### src/rtl/prescaler_pkg.sv
// rtl/prescaler_pkg.sv - shared widths, config types and factor helper for the prescaler bank
package prescaler_pkg;

    localparam int DEF_WIDTH   = 29;
    localparam int DEF_BURST_W = 16;

    typedef logic [DEF_WIDTH-1:0]   factor_t;
    typedef logic [DEF_BURST_W-1:0] burst_t;

    typedef struct packed {
        factor_t factor;
        burst_t  burst;
    } ch_cfg_t;

    // Works on a 64-bit container so any channel WIDTH up to 64 can share it.
    function automatic logic [63:0] eff_factor(input logic [63:0] f);
        return (f == 64'd0) ? 64'd1 : f;
    endfunction

endpackage

### src/rtl/prescaler_channel.sv
// rtl/prescaler_channel.sv - one divider channel: counter, shadow config and burst tracking
module prescaler_channel
    import prescaler_pkg::*;
#(
    parameter int WIDTH      = DEF_WIDTH,
    parameter int BURST_W    = DEF_BURST_W,
    parameter int RST_FACTOR = 1
) (
    input  logic               clk,
    input  logic               rst,
    input  logic               en,
    input  logic               sync,
    input  logic               wr,
    input  logic [WIDTH-1:0]   wr_factor,
    input  logic [BURST_W-1:0] wr_burst,
    output logic               pending,
    output logic               ce,
    output logic               done
);

    logic [WIDTH-1:0]   cnt_q, cnt_d;
    logic [WIDTH-1:0]   factor_q, factor_d;
    logic [WIDTH-1:0]   sh_factor_q, sh_factor_d;
    logic [BURST_W-1:0] burst_q, burst_d;
    logic [BURST_W-1:0] rem_q, rem_d;
    logic [BURST_W-1:0] sh_burst_q, sh_burst_d;
    logic               pending_q, pending_d;
    logic               ce_q, ce_d;
    logic               done_q, done_d;
    logic               en_q, en_d;

    logic [WIDTH-1:0]   last_cnt;
    logic               running;
    logic               apply;

    always_comb begin
        last_cnt    = WIDTH'(eff_factor(64'(factor_q)) - 64'd1);
        // A finished burst only blocks counting while en stays high; an en rise restarts it.
        running     = en && !(done_q && en_q);
        apply       = 1'b0;
        cnt_d       = cnt_q;
        factor_d    = factor_q;
        sh_factor_d = sh_factor_q;
        burst_d     = burst_q;
        rem_d       = rem_q;
        sh_burst_d  = sh_burst_q;
        pending_d   = pending_q;
        ce_d        = ce_q;
        done_d      = done_q;
        en_d        = en;

        if (!en) begin
            cnt_d = '0;
            ce_d  = 1'b0;
            rem_d = burst_q;
            apply = pending_q;
        end else if (sync) begin
            cnt_d  = '0;
            ce_d   = 1'b0;
            rem_d  = burst_q;
            done_d = 1'b0;
            apply  = pending_q;
        end else if (!running) begin
            cnt_d = '0;
            ce_d  = 1'b0;
            apply = pending_q;
        end else begin
            if (!en_q) begin
                done_d = 1'b0;
            end
            if (cnt_q == last_cnt) begin
                cnt_d = '0;
                ce_d  = 1'b1;
                apply = pending_q;
                if (burst_q != '0) begin
                    rem_d = rem_q - BURST_W'(1);
                    if (rem_q <= BURST_W'(1)) begin
                        done_d = 1'b1;
                    end
                end
            end else begin
                cnt_d = cnt_q + WIDTH'(1);
                ce_d  = 1'b0;
            end
        end

        if (apply) begin
            factor_d  = sh_factor_q;
            burst_d   = sh_burst_q;
            rem_d     = sh_burst_q;
            done_d    = 1'b0;
            pending_d = 1'b0;
        end

        // A write on an apply edge lands in the freshly emptied shadow.
        if (wr) begin
            sh_factor_d = wr_factor;
            sh_burst_d  = wr_burst;
            pending_d   = 1'b1;
        end
    end

    always_ff @(negedge clk or posedge rst) begin
        if (rst) begin
            cnt_q       <= '0;
            factor_q    <= WIDTH'(RST_FACTOR);
            sh_factor_q <= WIDTH'(RST_FACTOR);
            burst_q     <= '0;
            rem_q       <= '0;
            sh_burst_q  <= '0;
            pending_q   <= 1'b0;
            ce_q        <= 1'b0;
            done_q      <= 1'b0;
            en_q        <= 1'b0;
        end else begin
            cnt_q       <= cnt_d;
            factor_q    <= factor_d;
            sh_factor_q <= sh_factor_d;
            burst_q     <= burst_d;
            rem_q       <= rem_d;
            sh_burst_q  <= sh_burst_d;
            pending_q   <= pending_d;
            ce_q        <= ce_d;
            done_q      <= done_d;
            en_q        <= en_d;
        end
    end

    assign pending = pending_q;
    assign ce      = ce_q;
    assign done    = done_q;

endmodule

### src/rtl/prescaler_bank.sv
// rtl/prescaler_bank.sv - N-channel clock-enable generator with write decode and sync fan-out
module prescaler_bank
    import prescaler_pkg::*;
#(
    parameter int N_CH       = 4,
    parameter int WIDTH      = DEF_WIDTH,
    parameter int BURST_W    = DEF_BURST_W,
    parameter int RST_FACTOR = 1,
    localparam int CH_W      = (N_CH > 1) ? $clog2(N_CH) : 1
) (
    input  logic               clk,
    input  logic               rst,
    input  logic [N_CH-1:0]    en,
    input  logic               sync,
    input  logic               wr_en,
    input  logic [CH_W-1:0]    wr_ch,
    input  logic [WIDTH-1:0]   wr_factor,
    input  logic [BURST_W-1:0] wr_burst,
    output logic [N_CH-1:0]    pending,
    output logic [N_CH-1:0]    ce,
    output logic [N_CH-1:0]    done
);

    logic [N_CH-1:0] wr_sel;

    // Channel indices at or above N_CH match no instance, so such writes vanish.
    for (genvar i = 0; i < N_CH; i++) begin : g_ch
        assign wr_sel[i] = wr_en && (wr_ch == CH_W'(i));

        prescaler_channel #(
            .WIDTH      (WIDTH),
            .BURST_W    (BURST_W),
            .RST_FACTOR (RST_FACTOR)
        ) u_ch (
            .clk       (clk),
            .rst       (rst),
            .en        (en[i]),
            .sync      (sync),
            .wr        (wr_sel[i]),
            .wr_factor (wr_factor),
            .wr_burst  (wr_burst),
            .pending   (pending[i]),
            .ce        (ce[i]),
            .done      (done[i])
        );
    end

endmodule
### config.mk
export PLATFORM = sky130hd
export DESIGN_NAME = prescaler_bank
export DESIGN_NICKNAME = d
export VERILOG_FILES = /design/src/rtl/prescaler_pkg.sv /design/src/rtl/prescaler_channel.sv /design/src/rtl/prescaler_bank.sv
export SDC_FILE = /design/constraint.sdc
export NUM_CORES = 2
export LEC_CHECK = 0
export ABC_CLOCK_PERIOD_IN_PS = 4400
export CAP_MARGIN = 30
export CORE_MARGIN = 2
export CORE_UTILIZATION = 55
export DETAILED_ROUTE_END_ITERATION = 16
export PLACE_DENSITY = 0.81
export SLEW_MARGIN = 25
export SYNTH_ARGS = -nofsm -noshare
export SYNTH_HDL_FRONTEND = slang
export SYNTH_HIERARCHICAL = 1
export SYNTH_SLANG_ARGS = --single-unit
### constraint.sdc
create_clock -name clk -period 4.4 [get_ports clk]
set_clock_uncertainty 0.05 [all_clocks]
set_input_delay 0.44 -clock clk [delete_from_list [all_inputs] [get_ports clk]]
set_output_delay 0.44 -clock clk [all_outputs]
set_load 0.02 [all_outputs]
After elaboration in Yosys (flattened, before gate mapping)
Index checks and enable logic that the tools add are counted.

cells by class
  add/subtract/negate cells = 12
  order comparisons = 4
  eq/ne operators = 19
  muxes and demuxes = 116
  reductions and logical operators = 45

operators with widths
  kind                     count
  $mux W29                 20
  $mux W16                 24
  $add A29 B1 Y29 const B  4
  $eq A29 B29 Y1           4
  $logic_not A29 Y1        4
  $sub A29 B1 Y29 const B  4
  $mux W1                  72
  $le A16 B1 Y1 const B    4
  $reduce_bool A16 Y1      4
  $sub A16 B1 Y16 const B  4
  $ne A4 B1 Y1 const B     12
  $reduce_bool A2 Y1       8
  $logic_and A1 B1 Y1      12
  $reduce_and A3 Y1        4
  $reduce_bool A3 Y1       4
  $reduce_and A2 Y1        4
  $eq A2 B2 Y1 const B     2
  $logic_not A1 Y1         4
  $eq A2 B1 Y1 const B     1
  $logic_not A2 Y1         1

storage, ports and cells
  bits in registers = 556
  input port bits = 55
  logic and storage cells = 236

Longest topological paths before layout
  depth after elaboration = 10
  depth in mapped cells = 18
  mapped depth without buffers = 13

Modules after synthesis
Netlist, hierarchy kept.

by module, submodules not included
  module                                 times used  cells each  area each (um2)  sequential area each (um2)
  prescaler_channel at g_ch[2].u_ch ...  2           1026        9063.7           3480.8
  prescaler_channel at g_ch[0].u_ch ...  2           699         7586.0           3480.8
  prescaler_bank                         1           4           37.5             0.0

==> metrics <==
gp weighted congestion=0.920; met2 wire len=43,500 um; clk root buf=clkbuf_16; Slew HR=40.1%; CP max stage delay=600 ps; GR Util All Layers=29.5%; cell count after placement=4,266; TritonCTS buffer count=58; CP Depth=1; routed vias/inst=6.44; kind of critical path=reg -> out; final hold viol count=0; Hold Slack=404 ps; first drt pass iteration count=7; R2R cell count=17; antenna-violating nets left=0; Diodes inserted=0; final core occ=63.8%; worst path arrival time=3820 ps; Synth Instances=3,454; number of synthesized flops with an enable pin=0; via count=28.2k; Yosys reg bits=556; die area=0.0626 mm^2; synthesized area=0.0333 mm^2; Final period util=98.0%; initial antenna violation count=1; crit path max-delay cell type=clkdlybuf4s50_1; CP delay by family, top=buffers and inverters; CTS sink count=556; chip height=250 um; WP buf/inv=1; DRC Markers=0; Leak=15.4 nW; Non-Filler Instances=4,383; Max Cap Violations=0; # fillers=4,528; H-tree depth=2; VDD IR max=0.421 mV; most used flip-flop cell after synthesis=dfrtn_1; Clk pin slew, worst setup/hold paths=50 ps; drt first-iter violations=3,060; P&R area growth vs syn=15.1%; ys async rst share=100%; top-area cell type share of the netlist area=41.1%; Rows=90; top cells by area, synth=dfrtn_1 41%, mux2_2 6.4%, mux2_4 3.9%, nor2_1 3.7%, xnor2_1 3.7%; die width=250 um; input/output buffers=66; worst skew pair latency=670 ps; WL met3=6450 um; layout cells sized above 1=19.2%; cell taking the most area after synthesis=dfrtn_1; status=completed; setup TNS=0 ps; Setup Viol. Count Final=0; Crit Path Max Fanout=2; Critical Path End Type=output pin; worst-margin pin slew=898 ps; area of the core=0.0601 mm^2; Final WS setup=87.2 ps; Top Ports=67; # hold bufs at CTS=0; Max clock buf depth=3; DP Worst Slack=-446 ps; WL final=93,600 um; yosys warns=6; Mean Syn Cell Area=9.65 um^2; vias in the first global route=27.0k; post-DP HPWL=64,000 um; Critical Path RT=3910 ps; Top Layer Used=met4; first-pass GRT wire length=149,000 um; Final Power=17.0 mW; gr ovfl total=0; CP cell instances=clkdlybuf4s50_1; syn_nets=3,525; HP Class=reg -> reg; Worst Setup Start Kind=flip-flop; Finished Cell Area=0.0384 mm^2; CTS tree=done; post-layout min period=4310 ps; Distinct cells, synth=74; routed length per placed instance=21.4 um; hold path cells=1; max-slew violation count=0; sequential area share after synthesis=41.8%; final-stage net count=3,623; largest net degree at the start of global routing=90; Initial Utilization=55.4%; pwr dens=444 mW/mm^2; Peak Freq=0.233 GHz; dpl cell area=0.0362 mm^2; met1 wire length=38,700 um
==> cell type report <==
type / count / area [um^2] / area share (%)
Tap cell: 782 / 978 / 2.55
Clock inverter: 51 / 561 / 1.46
Inverter: 60 / 240 / 0.626
Sequential cell: 556 / 13900 / 36.3
Clock buffer: 66 / 1590 / 4.13
Timing Repair Buffer: 294 / 3080 / 8.02
Multi-Input combinational cell: 2574 / 18000 / 46.9
==> synth_stat cells (38+ instances only) <==
master    count
a21oi_1      98
a311oi_1     56
a31oi_1      48
and3_1       38
clkbuf_1    180
dfrtn_1     548
inv_1        64
mux2_2      190
mux2_4       86
mux2i_1      56
nand2_1     234
nand3_1      90
nand4_1     126
nor2_1      332
nor2b_1      84
nor3_1      178
nor4_1       74
o211ai_1     72
o21ai_0      78
or3_1        44
xnor2_1     142
xor2_1      134
==> flip-flops by register name, indices dropped and copies added, names as in the netlist <==
| name | count |
|---|---|
| g_ch.u_ch/factor_q | 116 |
| g_ch.u_ch/pending | 4 |
| g_ch.u_ch/burst_q | 64 |
| g_ch.u_ch/sh_factor_q | 116 |
| g_ch.u_ch/ce | 4 |
| g_ch.u_ch/cnt_q | 116 |
| g_ch.u_ch/en_q | 4 |
| g_ch.u_ch/rem_q | 64 |
| g_ch.u_ch/sh_burst_q | 64 |
| g_ch.u_ch/done | 4 |
==> routing by layer <==
layer  vias to the layer above  track usage (%)
met4                         0             15.0
li1                      12900                -
met5                         -                0
met1                     13900             39.5
met2                      1172             46.8
met3                       249             4.24
==> worst register-to-register path, delay by kind of cell (launching register included) <==
kind | cells | cell delay, ps
compound gates | 4 | 540
flops | 1 | 610
simple gates | 6 | 1480
mux | 1 | 200
fa+ha+maj | 1 | 230
buf+inv | 5 | 940
==> cell usage in the layout, fill, tap and decap left out, drive strengths merged, types with 30 or more instances in the layout <==
cell type,Yosys,final
inv,64,78
a31oi,50,50
o22ai,34,34
nand4,126,126
or3,46,46
o211ai,72,72
o21ai,78,78
mux2i,56,56
and3,39,39
xnor2,142,142
buf,80,228
clkdlybuf4s50,0,59
nor4,86,86
nor3,178,178
clkbuf,180,66
dfrtn,548,548
nor2b,84,84
xor2,134,134
or4,30,30
a311oi,56,56
nor4b,30,30
mux2,276,276
nand3,90,90
nand2,234,234
a21oi,98,98
nor2,332,332
==> report_power, final <==
part           total (mW)  switching [mW]  internal (mW)
registers            7.26            1.10           6.16
logic                4.31            2.19           2.13
clock network        5.47            2.29           3.19
==> logic make-up after synthesis <==
| group | count (synthesis) | synth area share (%) |
|---|---|---|
| compound gates | 564 | 12.0 |
| xor+xnor | 276 | 7.25 |
| fa+ha+maj | 16 | 0.601 |
| buf+inv | 324 | 4.52 |
| flops | 556 | 41.8 |
| mux | 332 | 12.0 |
| simple gates | 1386 | 21.9 |
==> final timing paths <==
| check | end | from | slack [ps] |
|---|---|---|---|
| max | pending[1] | g_ch[1].u_ch/pending | 90 |
| min | g_ch[1].u_ch/factor_q[20] | g_ch[1].u_ch/sh_factor_q[20] | 400 |
| max reg2reg | g_ch[0].u_ch/rem_q[2] | g_ch[0].u_ch/factor_q[0] | 110 |
| min reg2reg | g_ch[1].u_ch/factor_q[20] | g_ch[1].u_ch/sh_factor_q[20] | 400 |
| max in group asynchronous | g_ch[2].u_ch/sh_factor_q[8] | rst | 1070 |
| min in group asynchronous | g_ch[2].u_ch/factor_q[25] | rst | 2630 |
==> what timing repair did <==
item / CTS / global route
gates cloned: 0 / 0
setup buffers: 1 / 3
pin swaps: 0 / 2
gates resized for setup: 7 / 3
setup endpoints to repair: 8 / 147
No activity file was read; power rests on OpenSTA's default activity.
